File: config.mk
export PLATFORM = sky130hd
export DESIGN_NAME = estagio_resultado_ula_flat
export DESIGN_NICKNAME = d
export VERILOG_FILES = /design/src/rtl/estagio_resultado_ula_if.sv /design/src/rtl/estagio_resultado_ula.sv /design/src/flat_wrapper.sv
export SDC_FILE = /design/constraint.sdc
export NUM_CORES = 1
export LEC_CHECK = 0
export CAP_MARGIN = 20
export CORE_MARGIN = 4
export CORE_UTILIZATION = 40
export CTS_CLUSTER_DIAMETER = 40
export DETAILED_ROUTE_END_ITERATION = 8
export PLACE_DENSITY = 0.78
export SETUP_SLACK_MARGIN = 0.1
export SLEW_MARGIN = 20
export SYNTH_ARGS = -nofsm -noshare
export SYNTH_HDL_FRONTEND = slang
export SYNTH_SLANG_ARGS = --single-unit
File: constraint.sdc
create_clock -name clk -period 2.6 [get_ports clk]
set_input_delay 0.78 -clock clk [delete_from_list [all_inputs] [get_ports clk]]
set_output_delay 0.78 -clock clk [all_outputs]
set_load 0.02 [all_outputs]
File: src/rtl/estagio_resultado_ula_if.sv
// Valid/ready result bus between the adder/subtractor and its downstream consumer.
// The master modport drives results in and accepts them out; the slave modport is the stage.
interface estagio_resultado_ula_if #(
  parameter int WIDTH = 8,
  parameter int CNT_W = 16
);
  logic             in_valid;
  logic             in_ready;
  logic             in_op;
  logic [WIDTH-1:0] in_a;
  logic [WIDTH-1:0] in_b;
  logic [WIDTH:0]   in_s;
  logic             out_valid;
  logic             out_ready;
  logic [WIDTH-1:0] out_r;
  logic [3:0]       out_flags;
  logic [CNT_W-1:0] res_count;
  logic             any_borrow;

  modport master (
    output in_valid, in_op, in_a, in_b, in_s, out_ready,
    input  in_ready, out_valid, out_r, out_flags, res_count, any_borrow
  );

  modport slave (
    input  in_valid, in_op, in_a, in_b, in_s, out_ready,
    output in_ready, out_valid, out_r, out_flags, res_count, any_borrow
  );
endinterface

File: src/rtl/estagio_resultado_ula.sv
// Registered result/flag stage after the ripple adder/subtractor: derives {V,N,Z,C},
// buffers results in a small FIFO, counts accepted results and keeps a sticky borrow flag.
module estagio_resultado_ula #(
  parameter int WIDTH = 8,
  parameter int DEPTH = 2,
  parameter int CNT_W = 16
) (
  input  logic clk,
  input  logic rst_n,
  input  logic clear,
  estagio_resultado_ula_if.slave bus
);
  localparam int PTR_W = (DEPTH > 1) ? $clog2(DEPTH) : 1;
  localparam int OCC_W = $clog2(DEPTH + 1);

  logic [WIDTH-1:0] mem_r [DEPTH];
  logic [3:0]       mem_f [DEPTH];
  logic [PTR_W-1:0] wr_ptr;
  logic [PTR_W-1:0] rd_ptr;
  logic [OCC_W-1:0] occ;
  logic [WIDTH-1:0] last_r;
  logic [3:0]       last_f;
  logic [CNT_W-1:0] count;
  logic             borrow_seen;

  logic       push;
  logic       pop;
  logic       empty;
  logic       full;
  logic       a_msb;
  logic       b_msb;
  logic       s_msb;
  logic       flag_v;
  logic       flag_n;
  logic       flag_z;
  logic       flag_c;
  logic [3:0] new_flags;
  logic       unused_bits;

  assign empty = (occ == '0);
  assign full  = (occ == OCC_W'(DEPTH));
  assign push  = bus.in_valid & ~full;
  assign pop   = ~empty & bus.out_ready;

  assign a_msb  = bus.in_a[WIDTH-1];
  assign b_msb  = bus.in_b[WIDTH-1];
  assign s_msb  = bus.in_s[WIDTH-1];
  assign flag_c = bus.in_s[WIDTH];
  assign flag_n = s_msb;
  assign flag_z = (bus.in_s[WIDTH-1:0] == '0);
  // Subtraction overflows when operand signs differ; addition when they match.
  assign flag_v = (bus.in_op ? (a_msb != b_msb) : (a_msb == b_msb)) & (s_msb != a_msb);
  assign new_flags = {flag_v, flag_n, flag_z, flag_c};

  assign unused_bits = ^{bus.in_a[WIDTH-2:0], bus.in_b[WIDTH-2:0]};

  always_ff @(posedge clk) begin
    if (push && !clear) begin
      mem_r[wr_ptr] <= bus.in_s[WIDTH-1:0];
      mem_f[wr_ptr] <= new_flags;
    end
  end

  always_ff @(posedge clk or negedge rst_n) begin
    if (!rst_n) begin
      wr_ptr      <= '0;
      rd_ptr      <= '0;
      occ         <= '0;
      last_r      <= '0;
      last_f      <= '0;
      count       <= '0;
      borrow_seen <= 1'b0;
    end else if (clear) begin
      wr_ptr      <= '0;
      rd_ptr      <= '0;
      occ         <= '0;
      last_r      <= '0;
      last_f      <= '0;
      count       <= '0;
      borrow_seen <= 1'b0;
    end else begin
      if (push) begin
        wr_ptr <= wr_ptr + PTR_W'(1);
        count  <= count + CNT_W'(1);
        if (bus.in_op && flag_c) borrow_seen <= 1'b1;
      end
      if (pop) begin
        rd_ptr <= rd_ptr + PTR_W'(1);
        last_r <= mem_r[rd_ptr];
        last_f <= mem_f[rd_ptr];
      end
      case ({push, pop})
        2'b10:   occ <= occ + OCC_W'(1);
        2'b01:   occ <= occ - OCC_W'(1);
        default: occ <= occ;
      endcase
    end
  end

  // When empty the outputs keep showing the most recently popped entry.
  assign bus.in_ready   = ~full;
  assign bus.out_valid  = ~empty;
  assign bus.out_r      = empty ? last_r : mem_r[rd_ptr];
  assign bus.out_flags  = empty ? last_f : mem_f[rd_ptr];
  assign bus.res_count  = count;
  assign bus.any_borrow = borrow_seen;
endmodule

File: src/flat_wrapper.sv
// flat-port wrapper written by rule: the top's interface ports become plain ports
module estagio_resultado_ula_flat 
#(
  parameter int WIDTH = 8,
  parameter int DEPTH = 2,
  parameter int CNT_W = 16
)
  (clk, rst_n, clear, bus_in_valid, bus_in_op, bus_in_a, bus_in_b, bus_in_s, bus_out_ready, bus_in_ready, bus_out_valid, bus_out_r, bus_out_flags, bus_res_count, bus_any_borrow);
  estagio_resultado_ula_if #(.WIDTH(WIDTH), .CNT_W(CNT_W)) bus_i ();
  input  logic clk;
  input  logic rst_n;
  input  logic clear;
  input wire logic [$bits(bus_i.in_valid)-1:0] bus_in_valid;
  input wire logic [$bits(bus_i.in_op)-1:0] bus_in_op;
  input wire logic [$bits(bus_i.in_a)-1:0] bus_in_a;
  input wire logic [$bits(bus_i.in_b)-1:0] bus_in_b;
  input wire logic [$bits(bus_i.in_s)-1:0] bus_in_s;
  input wire logic [$bits(bus_i.out_ready)-1:0] bus_out_ready;
  output wire logic [$bits(bus_i.in_ready)-1:0] bus_in_ready;
  output wire logic [$bits(bus_i.out_valid)-1:0] bus_out_valid;
  output wire logic [$bits(bus_i.out_r)-1:0] bus_out_r;
  output wire logic [$bits(bus_i.out_flags)-1:0] bus_out_flags;
  output wire logic [$bits(bus_i.res_count)-1:0] bus_res_count;
  output wire logic [$bits(bus_i.any_borrow)-1:0] bus_any_borrow;
  assign bus_i.in_valid = bus_in_valid;
  assign bus_i.in_op = bus_in_op;
  assign bus_i.in_a = bus_in_a;
  assign bus_i.in_b = bus_in_b;
  assign bus_i.in_s = bus_in_s;
  assign bus_i.out_ready = bus_out_ready;
  assign bus_in_ready = bus_i.in_ready;
  assign bus_out_valid = bus_i.out_valid;
  assign bus_out_r = bus_i.out_r;
  assign bus_out_flags = bus_i.out_flags;
  assign bus_res_count = bus_i.res_count;
  assign bus_any_borrow = bus_i.any_borrow;
  estagio_resultado_ula #(.WIDTH(WIDTH), .DEPTH(DEPTH), .CNT_W(CNT_W)) u_core (.clk(clk), .rst_n(rst_n), .clear(clear), .bus(bus_i));
endmodule
# --- Word level (Yosys, flattened, before mapping) ---
# Memories as Yosys holds them, arrays and structs flattened.
# Index checks and enable logic that the tools add are counted.
totals:
  register_bits: 33
  latch_bits: 0
  ram_bits: 24
  mem_bits_ro: 0
  in_bits: 31
  out_inout_bits: 31
  elab_cells: 55
  n_memories: 2
classes:
  n_addsub: 5
  mul: 0
  div: 0
  magnitude_cmp: 0
  n_eq_ne: 6
  shifts: 0
  n_mux: 20
  n_bitwise: 5
  n_reduce_logical: 10
mem_list:
  columns: ["memory", "depth", "width", "rd", "rd_ports_with_merged_regs", "wr", "line", "text"]
  rows:
  - ["u_core.mem_r", 2, 8, 1, 0, 1, "estagio_resultado_ula.sv:16", "logic [WIDTH-1:0] mem_r [DEPTH];"]
  - ["u_core.mem_f", 2, 4, 1, 0, 1, "estagio_resultado_ula.sv:17", "logic [3:0] mem_f [DEPTH];"]
ops:
  columns: ["op", "count"]
  rows:
  - ["$mux 16", 2]
  - ["$mux 8", 3]
  - ["$add 16x1->16 const B", 1]
  - ["$mux 4", 3]
  - ["$mux 1", 10]
  - ["$logic_not 8->1", 1]
  - ["$reduce_bool 2->1", 3]
  - ["$eq 2x2->1 const B", 2]
  - ["$pmux 2 s2", 1]
  - ["$and 1x1->1", 3]
  - ["$reduce_bool 3->1", 1]
  - ["$add 1x1->1 const B", 2]
  - ["$add 2x1->2 const B", 1]
  - ["$eq 2x1->1 const B", 1]
  - ["$logic_and 1x1->1", 2]
  - ["$logic_not 2->1", 1]
  - ["$mux 2", 1]
  - ["$ne 1x1->1", 2]
  - ["$not 1->1", 2]
  - ["$reduce_and 2->1", 1]
  - ["$sub 2x1->2 const B", 1]
  - ["$eq 1x1->1", 1]
  - ["$logic_not 1->1", 1]

# --- Longest topological paths before layout ---
# Gate-level depths: netlist (run 1).
logic_depth:
  ltp_word: 6
  depth_mapped: 6
  mapped_depth_nobuf: 4

# --- Worst setup path before layout (run 1) ---
# No wires, ideal clock.
synth_timing:
  kind: "register to output"
  from: "register u_core.occ[1]"
  to: "output bus_out_r[7]"
  arrival_time_ns: 1.772
  required_ns: 1.820
  setup_slack_ns: 0.048
  path_stages_with_launch: 6
  path_cell_list: "dfrtp_1 or2_2 buf_2 clkbuf_1 a21oi_1 buf_4"
synth_via:
  elab_chain_cells: 2
synth_rtl:
  columns: ["item", "line", "text"]
  rows:
  - ["from (decl)", "estagio_resultado_ula.sv:20", "logic [OCC_W-1:0] occ;"]
  - ["from (signal assigned)", "estagio_resultado_ula.sv:93", "2'b10: occ <= occ + OCC_W'(1);"]
  - ["from (signal assigned)", "estagio_resultado_ula.sv:94", "2'b01: occ <= occ - OCC_W'(1);"]
  - ["$logic_not 2->1", "estagio_resultado_ula.sv:40", "assign empty = (occ == '0);"]
  - ["$mux 8", "estagio_resultado_ula.sv:103", "assign bus.out_r = empty ? last_r : mem_r[rd_ptr];"]
  - ["to (decl)", "flat_wrapper.sv:21", "output wire logic [$bits(bus_i.out_r)-1:0] bus_out_r;"]
# Every way passes these cells.

# --- Final worst setup path (run 1) ---
layout_timing:
  from: "register u_core.occ[1]"
  to: "output bus_out_valid"
layout_via:
  elab_chain_cells: 2
layout_rtl:
  columns: ["item", "line", "text"]
  rows:
  - ["$logic_not 2->1", "estagio_resultado_ula.sv:40", null]
  - ["$not 1->1", "estagio_resultado_ula.sv:102", "assign bus.out_valid = ~empty;"]
  - ["to (decl)", "flat_wrapper.sv:20", "output wire logic [$bits(bus_i.out_valid)-1:0] bus_out_valid;"]
# Every way passes these cells.

==> results.cfg, run 1 <==
[outcome]
status = finished clean

[floorplan]
die_w_um = 85.8
die_y_um = 85.8
rows = 28
floorplan.initialDensity_pct = 41.2
pin_count = 62
core_area_mm2 = 0.00589
die-area_mm2 = 0.00737

[power_and_ir_drop]
power.density_mw_per_mm2 = 564
max-vdd-ir-drop_mv = 0.322
p_leak_nw = 1.23

[sta]
slew_violations = 0
period_share_pct = 92.9
hold_violations = 0
worstMarginPinSlew_ns = 0.823
setup_slack_ns = 0.184
max_freq_ghz = 0.414
setup_tns_ns = 0
relSlewSlack_pct = 45.1
post-route-min-period_ns = 2.42
fin_worst_skew_ns = 0.00538
whs_ns = 0.489
rsz0062_at_grt = false
setup_viol_count_final = 0

[detailed_routing]
ant_nets = 0
route.detailed.wl_per_inst_um = 14.7
route.detailed.drc = 0
finalWirelength_um = 5100
vias = 1791
first_pass_iters = 4
vias_per_cell = 5.16
dr.first_iter.drc_count = 104

[placement]
io_buffer_count = 47
place_ws_ns = -0.0106
dpl-instance-area_mm2 = 0.00302
gp_congestion = 0.775
placed_cells = 337
dp.final_hpwl_um = 3620

[worst_setup_path]
r2r_end = u_core.bus.res_count[9]
rr_worst_depth = 6
max_stage_delay_ns = 0.57
cp_top_family = buffers and inverters
critPathLaunchType = register
path_cells = or2_4 > clkdlybuf4s50_1
critPathBufInv = 1
critical_path.endpoint_type = output pin
r2r_slack_ns = 0.75
crit_slowest_cell = clkdlybuf4s50_1
path_max_fanout = 25
path_class = register to output pin
crit_required_ns = 1.82
reg2reg_from = u_core.occ[1]
cp.arrival_ns = 1.64

[synthesis]
synth_top_area_share_pct = 33.1
synthCells = 217
ys_warn_count = 0
syn-num-nets = 249
synth_top_area_cell = dfrtp_1
syn_avg_cell_area_um2 = 11.2
ys_ff_latch = 54
synth.distinct_cells = 35
syn_area_mm2 = 0.00242
synthTopCellsByArea = dfrtp_1 33%, edfxtp_1 27%, mux2i_1 5.0%
synth_seq_area_share_pct = 60.3

[cells_and_area]
area_growth_pct = 29.3
ff_latch_area_mm2 = 0.00146
antennaDiodeCount = 0
layout_commonest_cell = clkdlybuf4s50_1
multiInputGateArea_um2 = 902
stdcell_count = 347
fillers = 522
final_cell_mix = 35 x clkdlybuf4s50_1, 31 x dfrtp_1, 24 x nor2_1, 22 x a21oi_1, 22 x edfxtp_1
fin_area_mm2 = 0.00313
fin_nets = 303
layout-drive-gt1-share_pct = 11.4

[hold_path]
hold_start = u_core.last_f[3]
hold_end = u_core.last_f[3]
whs_path_depth = 2
hp-class = register to register

[clocking]
cts_made_buffers = 5
clockRootBuffer = clkbuf_8
cts_tree = yes
ctsHtreeMaxLevel = 2
clockBufferDepth = 2
postCtsHoldBufs = 0
numClockSinks = 54
path_clk_slew_ns = 0.09
clock_latency_ns = 0.30

[job]
max_cap_viol_count = 0

[grt]
gr-total-overflow = 0
grt_pass1_vias = 1777
grt_first_pass_wirelength_um = 8510
globalRouteTotalUtil_pct = 14.7
grt_max_degree = 33
antenna_found_initial = 0
-- worst register-to-register path: stages (launching register included) --
cell      delay, ns
dfrtp_1        0.39
buf_4          0.15
nand2b_1       0.12
buf_4          0.20
nand4_2        0.26
or3_2          0.50
a21oi_1        0.15
-- cells in the mapped netlist (all sizes together) --
library cell and count:
a211oi 1, and4 1, o31ai 4, nand3b 2
nand2 16, inv 5, xor2 8, or4 6
and2 2, mux2i 12, dfrtp 32, buf 5
xnor2 1, edfxtp 22, nor3 1, or3 7
clkbuf 7, and3 2, nor3b 2, ha 1
nor2 24, nand3 4, a41oi 1, o21ai 17
a21oi 23, nand4 5, or2 2, nand2b 3
a31oi 1
-- how the worst max path moves through the flow --
stage                             start                  to  slack [ns]  cells after the start
after global routing      u_core.rd_ptr        bus_out_r[4]        0.12                      4
final                     u_core.occ[1]       bus_out_valid        0.18                      2
after CTS                 u_core.rd_ptr        bus_out_r[3]        0.18                      4
after detailed placement  u_core.rd_ptr        bus_out_r[3]       -0.01                      3
after floorplan            bus_in_valid  u_core.mem_f[0][0]        0.15                      3
after global placement    u_core.rd_ptr        bus_out_r[3]        0.02                      3
-- stage by stage --
stage                     utilization [%]  power [mW]
after floorplan                         -        1.11
after global placement               51.2        1.24
after detailed placement             51.2        1.24
after CTS                            53.2        1.78
after global routing                 53.2        1.84
final                                53.2        1.77
-- power breakdown --
group | leakage (nW) | switching, mW | internal (mW)
clock network | 0.0514 | 0.268 | 0.287
logic | 0.538 | 0.161 | 0.112
registers | 0.642 | 0.0178 | 0.922
total | 1.23 | 0.446 | 1.32
-- area by class of cell --
class / count / share of cell area [%]
Sequential cell: 54 / 46.7
Multi-Input combinational cell: 146 / 28.8
Timing Repair Buffer: 59 / 17.4
Tap cell: 75 / 3.00
Clock buffer: 6 / 2.32
Clock inverter: 2 / 1.20
Inverter: 5 / 0.599
-- repair_timing --
item | CTS | global route
buffers inserted | 2 | 0
pin swaps | 0 | 0
endpoints found under the hold margin | 0 | 0
endpoints found under the setup margin | 13 | 1
gates resized for setup | 14 | 1
-- cell families (layout without fill, tap and decap cells) --
logic type,count (synthesis),after routing,share of synthesized area (%)
compound gates,47,47,10.4
xor+xnor,9,9,3.25
fa+ha+maj,1,1,0.516
buf+inv,17,72,3.05
flops,54,54,60.3
mux,12,12,4.96
simple gates,77,77,17.5
-- flip-flops by register name, indices dropped and copies added, names as in the netlist --
register               count
u_core.bus.any_borrow      1
u_core.last_f              4
u_core.rd_ptr              1
u_core.last_r              7
u_core.wr_ptr              1
u_core.mem_r              14
u_core.mem_f               8
u_core.occ                 2
u_core.bus.res_count      16
-- layer usage --
layer / part of all wire, % / global-route usage, % / up-vias
met4: 1.5 / 5.04 / 0
met5: 0 / 0 / -
met2: 50 / 25.1 / 27
li1: - / - / 879
met3: 2.9 / 3.07 / 7
met1: 46 / 18.6 / 878
Note: power is estimated with default switching activity, not from simulation.
==> run 2, diff against run 1 <==
Settings changed: PLACE_DENSITY 0.78 to 0.67.
==> results.cfg, run 2 (synthesis gave the netlist of run 1 again) <==
[outcome]
status = finished clean

[grt]
use_met3_pct = 2.69
grt_first_pass_wirelength_um = 8200
grt_pass1_vias = 1638
globalRouteTotalUtil_pct = 14.0
gr-total-overflow = 0
grt_max_degree = 33
top_usage_layer = met1
use_met1_pct = 20.7
antenna_found_initial = 0
met2_usage_pct = 20.4

[clocking]
postCtsSetupBuffers = 0
cts_made_buffers = 5
clockRootBuffer = clkbuf_8
numClockSinks = 54
cts_tree = yes
clockBufferDepth = 2
path_clk_slew_ns = 0.09
clock_latency_ns = 0.30
ctsHtreeMaxLevel = 2

[sta]
setup_viol_count_final = 0
worstMarginPinSlew_ns = 0.826
setup_tns_ns = 0
setup_slack_ns = 0.197
relSlewSlack_pct = 44.9
period_share_pct = 92.4
post-route-min-period_ns = 2.40
max_freq_ghz = 0.416
slew_violations = 0
hold_violations = 0
rsz0062_at_grt = false
fin_worst_skew_ns = 0.00687

[cells_and_area]
final_cell_mix = 35 x clkdlybuf4s50_1, 32 x dfrtp_1, 24 x nor2_1, 22 x a21oi_1, 22 x edfxtp_1
largest_reg_flops = 16
fin_nets = 302
layout_commonest_cell = clkdlybuf4s50_1
layout-drive-gt1-share_pct = 10.7
antennaDiodeCount = 0
area_growth_pct = 28.6

[worst_setup_path]
path_class = register to output pin
max_stage_delay_ns = 0.57
cp.arrival_ns = 1.62
crit_required_ns = 1.82
cp_top_family = buffers and inverters
critPathBufInv = 1
critPathLaunchType = register
path_max_fanout = 25
crit_slowest_cell = clkdlybuf4s50_1
critical_path.endpoint_type = output pin
path_cells = or2_4 > clkdlybuf4s50_1

[placement]
gp_congestion = 0.762
place_ws_ns = 0.0994
dp.final_hpwl_um = 3440
io_buffer_count = 47

[detailed_routing]
dr.first_iter.drc_count = 60
vias = 1742
finalWirelength_um = 4800
vias_per_cell = 5.03
route.detailed.drc = 0
ant_nets = 0
route.detailed.wl_per_inst_um = 13.9
first_pass_iters = 4

[floorplan]
rows = 28
floorplan.initialDensity_pct = 41.2
core_area_mm2 = 0.00589
die_w_um = 85.8
die-area_mm2 = 0.00737
pin_count = 62
die_y_um = 85.8

[power_and_ir_drop]
p_leak_nw = 1.22
power.density_mw_per_mm2 = 533
max-vdd-ir-drop_mv = 0.233
power_mw = 1.66

[job]
max_cap_viol_count = 0

[hold_path]
hp-class = register to register
[run 2: cell count changes in the layout (fill, tap and decap cells not counted)]
cell / delta
bufinv_16: -1
mux2i_1: -1
dfrtp_1: +1
dfrtp_2: -1
buf_4: -2
buf_12: +1
clkbuf_1: +1
mux2i_2: +1
[run 2: layout make-up]
class / instances / area [um2]
Clock inverter: 1 / 7.51
Sequential cell: 54 / 1460
Clock buffer: 7 / 76.3
Tap cell: 75 / 93.8
Inverter: 5 / 18.8
Timing Repair Buffer: 58 / 551
Fill cell: 542 / 2770
Multi-Input combinational cell: 146 / 906
[run 2: path summary, 6_finish.rpt]
| check | from | endpoint | slack (ns) | cells after the start |
|---|---|---|---|---|
| max in group asynchronous | rst_n | u_core.bus.res_count[15] | 1.43 | 2 |
| worst max register to register | u_core.occ[1] | u_core.bus.res_count[10] | 0.82 | 6 |
| min in group asynchronous | rst_n | u_core.last_r[2] | 0.86 | 2 |
| worst min register to register | u_core.last_f[3] | u_core.last_f[3] | 0.49 | 2 |
| worst max-delay path | u_core.occ[1] | bus_out_valid | 0.20 | 2 |
| worst min-delay path | u_core.last_f[3] | u_core.last_f[3] | 0.49 | 2 |
[run 2: metal layers]
| metal | routed length, um | vias to the layer above |
|---|---|---|
| met5 | 0 | - |
| met4 | 91 | 0 |
| met3 | 145 | 8 |
| met2 | 2200 | 27 |
| met1 | 2370 | 832 |
| li1 | - | 875 |
[run 2: where the power goes]
part / switching [mW] / total, mW / internal, mW / leakage, nW
clock: 0.259 / 0.450 / 0.191 / 0.0385
sequential: 0.0162 / 0.938 / 0.921 / 0.643
combinational: 0.158 / 0.273 / 0.115 / 0.538
total: 0.433 / 1.66 / 1.23 / 1.22
[run 2: worst reg2reg max path, delay by kind of cell (launching register included)]
kind                   cells  cell delay, ns
AOI/OAI and AO/OA          1            0.15
buffers and inverters      2            0.35
DFF                        1            0.39
and+or+nand+nor            3            0.82
[run 2: through the flow]
stage / utilization, % / area, um2 / hold slack (ns) / instances
2_1_floorplan: - / 2430 / 0.451 / 217
5_1_grt: 52.9 / 3110 / 0.512 / 346
6_report: 52.9 / 3110 / 0.486 / 346
4_1_cts: 52.8 / 3110 / 0.493 / 346
3_5_place_dp: 51.6 / 3040 / 0.471 / 338
3_3_place_gp: 51.6 / 3040 / 0.463 / 338
[run 2: repair_timing]
item / in CTS / in global routing
pin swaps: 0 / 0
endpoints found under the hold margin: 0 / 0
hold buffers: 0 / 0
endpoints found under the setup margin: 13 / 1
resized for setup: 14 / 1
==> run 3, diff against run 2 <==
Settings changed: CTS_CLUSTER_DIAMETER 40 to 80, RECOVER_POWER set to 50, REMOVE_ABC_BUFFERS set to 1.
==> results.cfg, run 3 (synthesis gave the netlist of run 1 again) <==
[outcome]
status = finished clean

[placement]
placed_cells = 338
io_buffer_count = 47
gp_congestion = 0.755
dp.final_hpwl_um = 3330
dpl-instance-area_mm2 = 0.00301
place_ws_ns = 0.108

[worst_setup_path]
r2r_end = u_core.mem_r[0][6]
rr_worst_depth = 6
crit_required_ns = 1.82
worstSetupStartpoint = u_core.occ[1]
critical_path.endpoint_type = output pin
critPathLaunchType = register
reg2reg_from = u_core.occ[1]
cp.arrival_ns = 1.62
path_max_fanout = 25
path_class = register to output pin
endpoint = bus_out_valid
r2r_slack_ns = 0.59

[power_and_ir_drop]
power.density_mw_per_mm2 = 568
max-vdd-ir-drop_mv = 0.264
p_leak_nw = 1.20
power_mw = 1.76

[sta]
period_share_pct = 92.2
slew_violations = 0
max_freq_ghz = 0.417
relSlewSlack_pct = 44.6
worstMarginPinSlew_ns = 0.831
fin_worst_skew_ns = 0.00408
setup_viol_count_final = 0
hold_violations = 0
setup_slack_ns = 0.204
whs_ns = 0.488
post-route-min-period_ns = 2.40
setup_tns_ns = 0
rsz0062_at_grt = false

[grt]
globalRouteTotalUtil_pct = 13.4
gr-total-overflow = 0
grt_first_pass_wirelength_um = 7820
grt_pass1_vias = 1590
grt_max_degree = 33
antenna_found_initial = 0

[clocking]
numClockSinks = 54
ctsHtreeMaxLevel = 2
clockRootBuffer = clkbuf_8
path_clk_slew_ns = 0.10
clock_latency_ns = 0.30
cts_made_buffers = 5
clockBufferDepth = 2
postCtsHoldBufs = 0
cts_tree = yes

[floorplan]
rows = 28
die-area_mm2 = 0.00737
core_area_mm2 = 0.00589
die_y_um = 85.8
floorplan.initialDensity_pct = 41.2
pin_count = 62
die_w_um = 85.8

[cells_and_area]
area_growth_pct = 28.0
final_util_pct = 52.7
final_cell_mix = 32 x dfrtp_1, 24 x nor2_1, 23 x a21oi_1, 23 x clkdlybuf4s50_1, 22 x edfxtp_1
multiInputGateArea_um2 = 885
stdcell_count = 346
layout-drive-gt1-share_pct = 8.86
fin_nets = 302
fin_area_mm2 = 0.00310
largest_reg_flops = 16
antennaDiodeCount = 0
fillers = 538
ff_latch_area_mm2 = 0.00146
layout_commonest_cell = dfrtp_1

[job]
max_cap_viol_count = 0

[hold_path]
hp-class = register to register
whs_path_depth = 2

[detailed_routing]
route.detailed.drc = 0
vias_per_cell = 5.01
dr.first_iter.drc_count = 100
finalWirelength_um = 4720
ant_nets = 0
route.detailed.wl_per_inst_um = 13.6
vias = 1733
first_pass_iters = 4
[run 3: changes by cell type in the layout (fill, tap and decap cells not counted), sizes merged]
cell	previous run	this run
buf	11	7
clkdlybuf4s50	35	23
clkinvlp	1	2
dlygate4sd3	0	12
bufinv	0	1
clkbuf	7	9
[run 3: repair_timing]
| item | 4_1_cts | 5_1_grt |
|---|---|---|
| pin swaps | 0 | 0 |
| endpoints found under the hold margin | 0 | 0 |
| setup buffers | 0 | 0 |
| gates resized for setup | 13 | 3 |
| setup endpoints to repair | 13 | 4 |
[run 3: how the worst min path moves through the flow]
stage                     slack, ns              from               end
after floorplan                0.45  u_core.last_f[0]  u_core.last_f[0]
after global routing           0.52  u_core.last_r[2]  u_core.last_r[2]
after CTS                      0.49  u_core.last_r[4]  u_core.last_r[4]
final                          0.49  u_core.last_r[4]  u_core.last_r[4]
after detailed placement       0.47  u_core.last_r[4]  u_core.last_r[4]
after global placement         0.46  u_core.last_f[2]  u_core.last_f[2]
[run 3: final cells by class]
cell class	count	area share, %
clock buffer	5	2.22
sequential	54	47.1
timing repair buffer	58	17.0
tap	75	3.03
clock inverter	3	1.45
inverter	5	0.605
multi-input combinational	146	28.5
[run 3: worst max-delay path, cell delays in order (launching register included)]
cell and delay, ns:
dfrtp_1 0.39, or2_4 0.35, clkdlybuf4s50_1 0.57
[run 3: power breakdown]
part           internal [mW]  leakage (nW)  switching, mW
clock                  0.287        0.0504          0.277
combinational          0.106         0.505          0.156
sequential             0.922         0.643         0.0152
[run 3: layer usage]
layer  vias to the layer above  GRT usage, %  part of all wire, %  routed length [um]
met4                         0          3.88                  1.3                  59
met1                       816          19.4                   49                2290
li1                        877             -                    -                   -
met3                         6          3.07                  4.1                 193
met5                         -             0                    0                   0
met2                        34          20.1                   46                2180
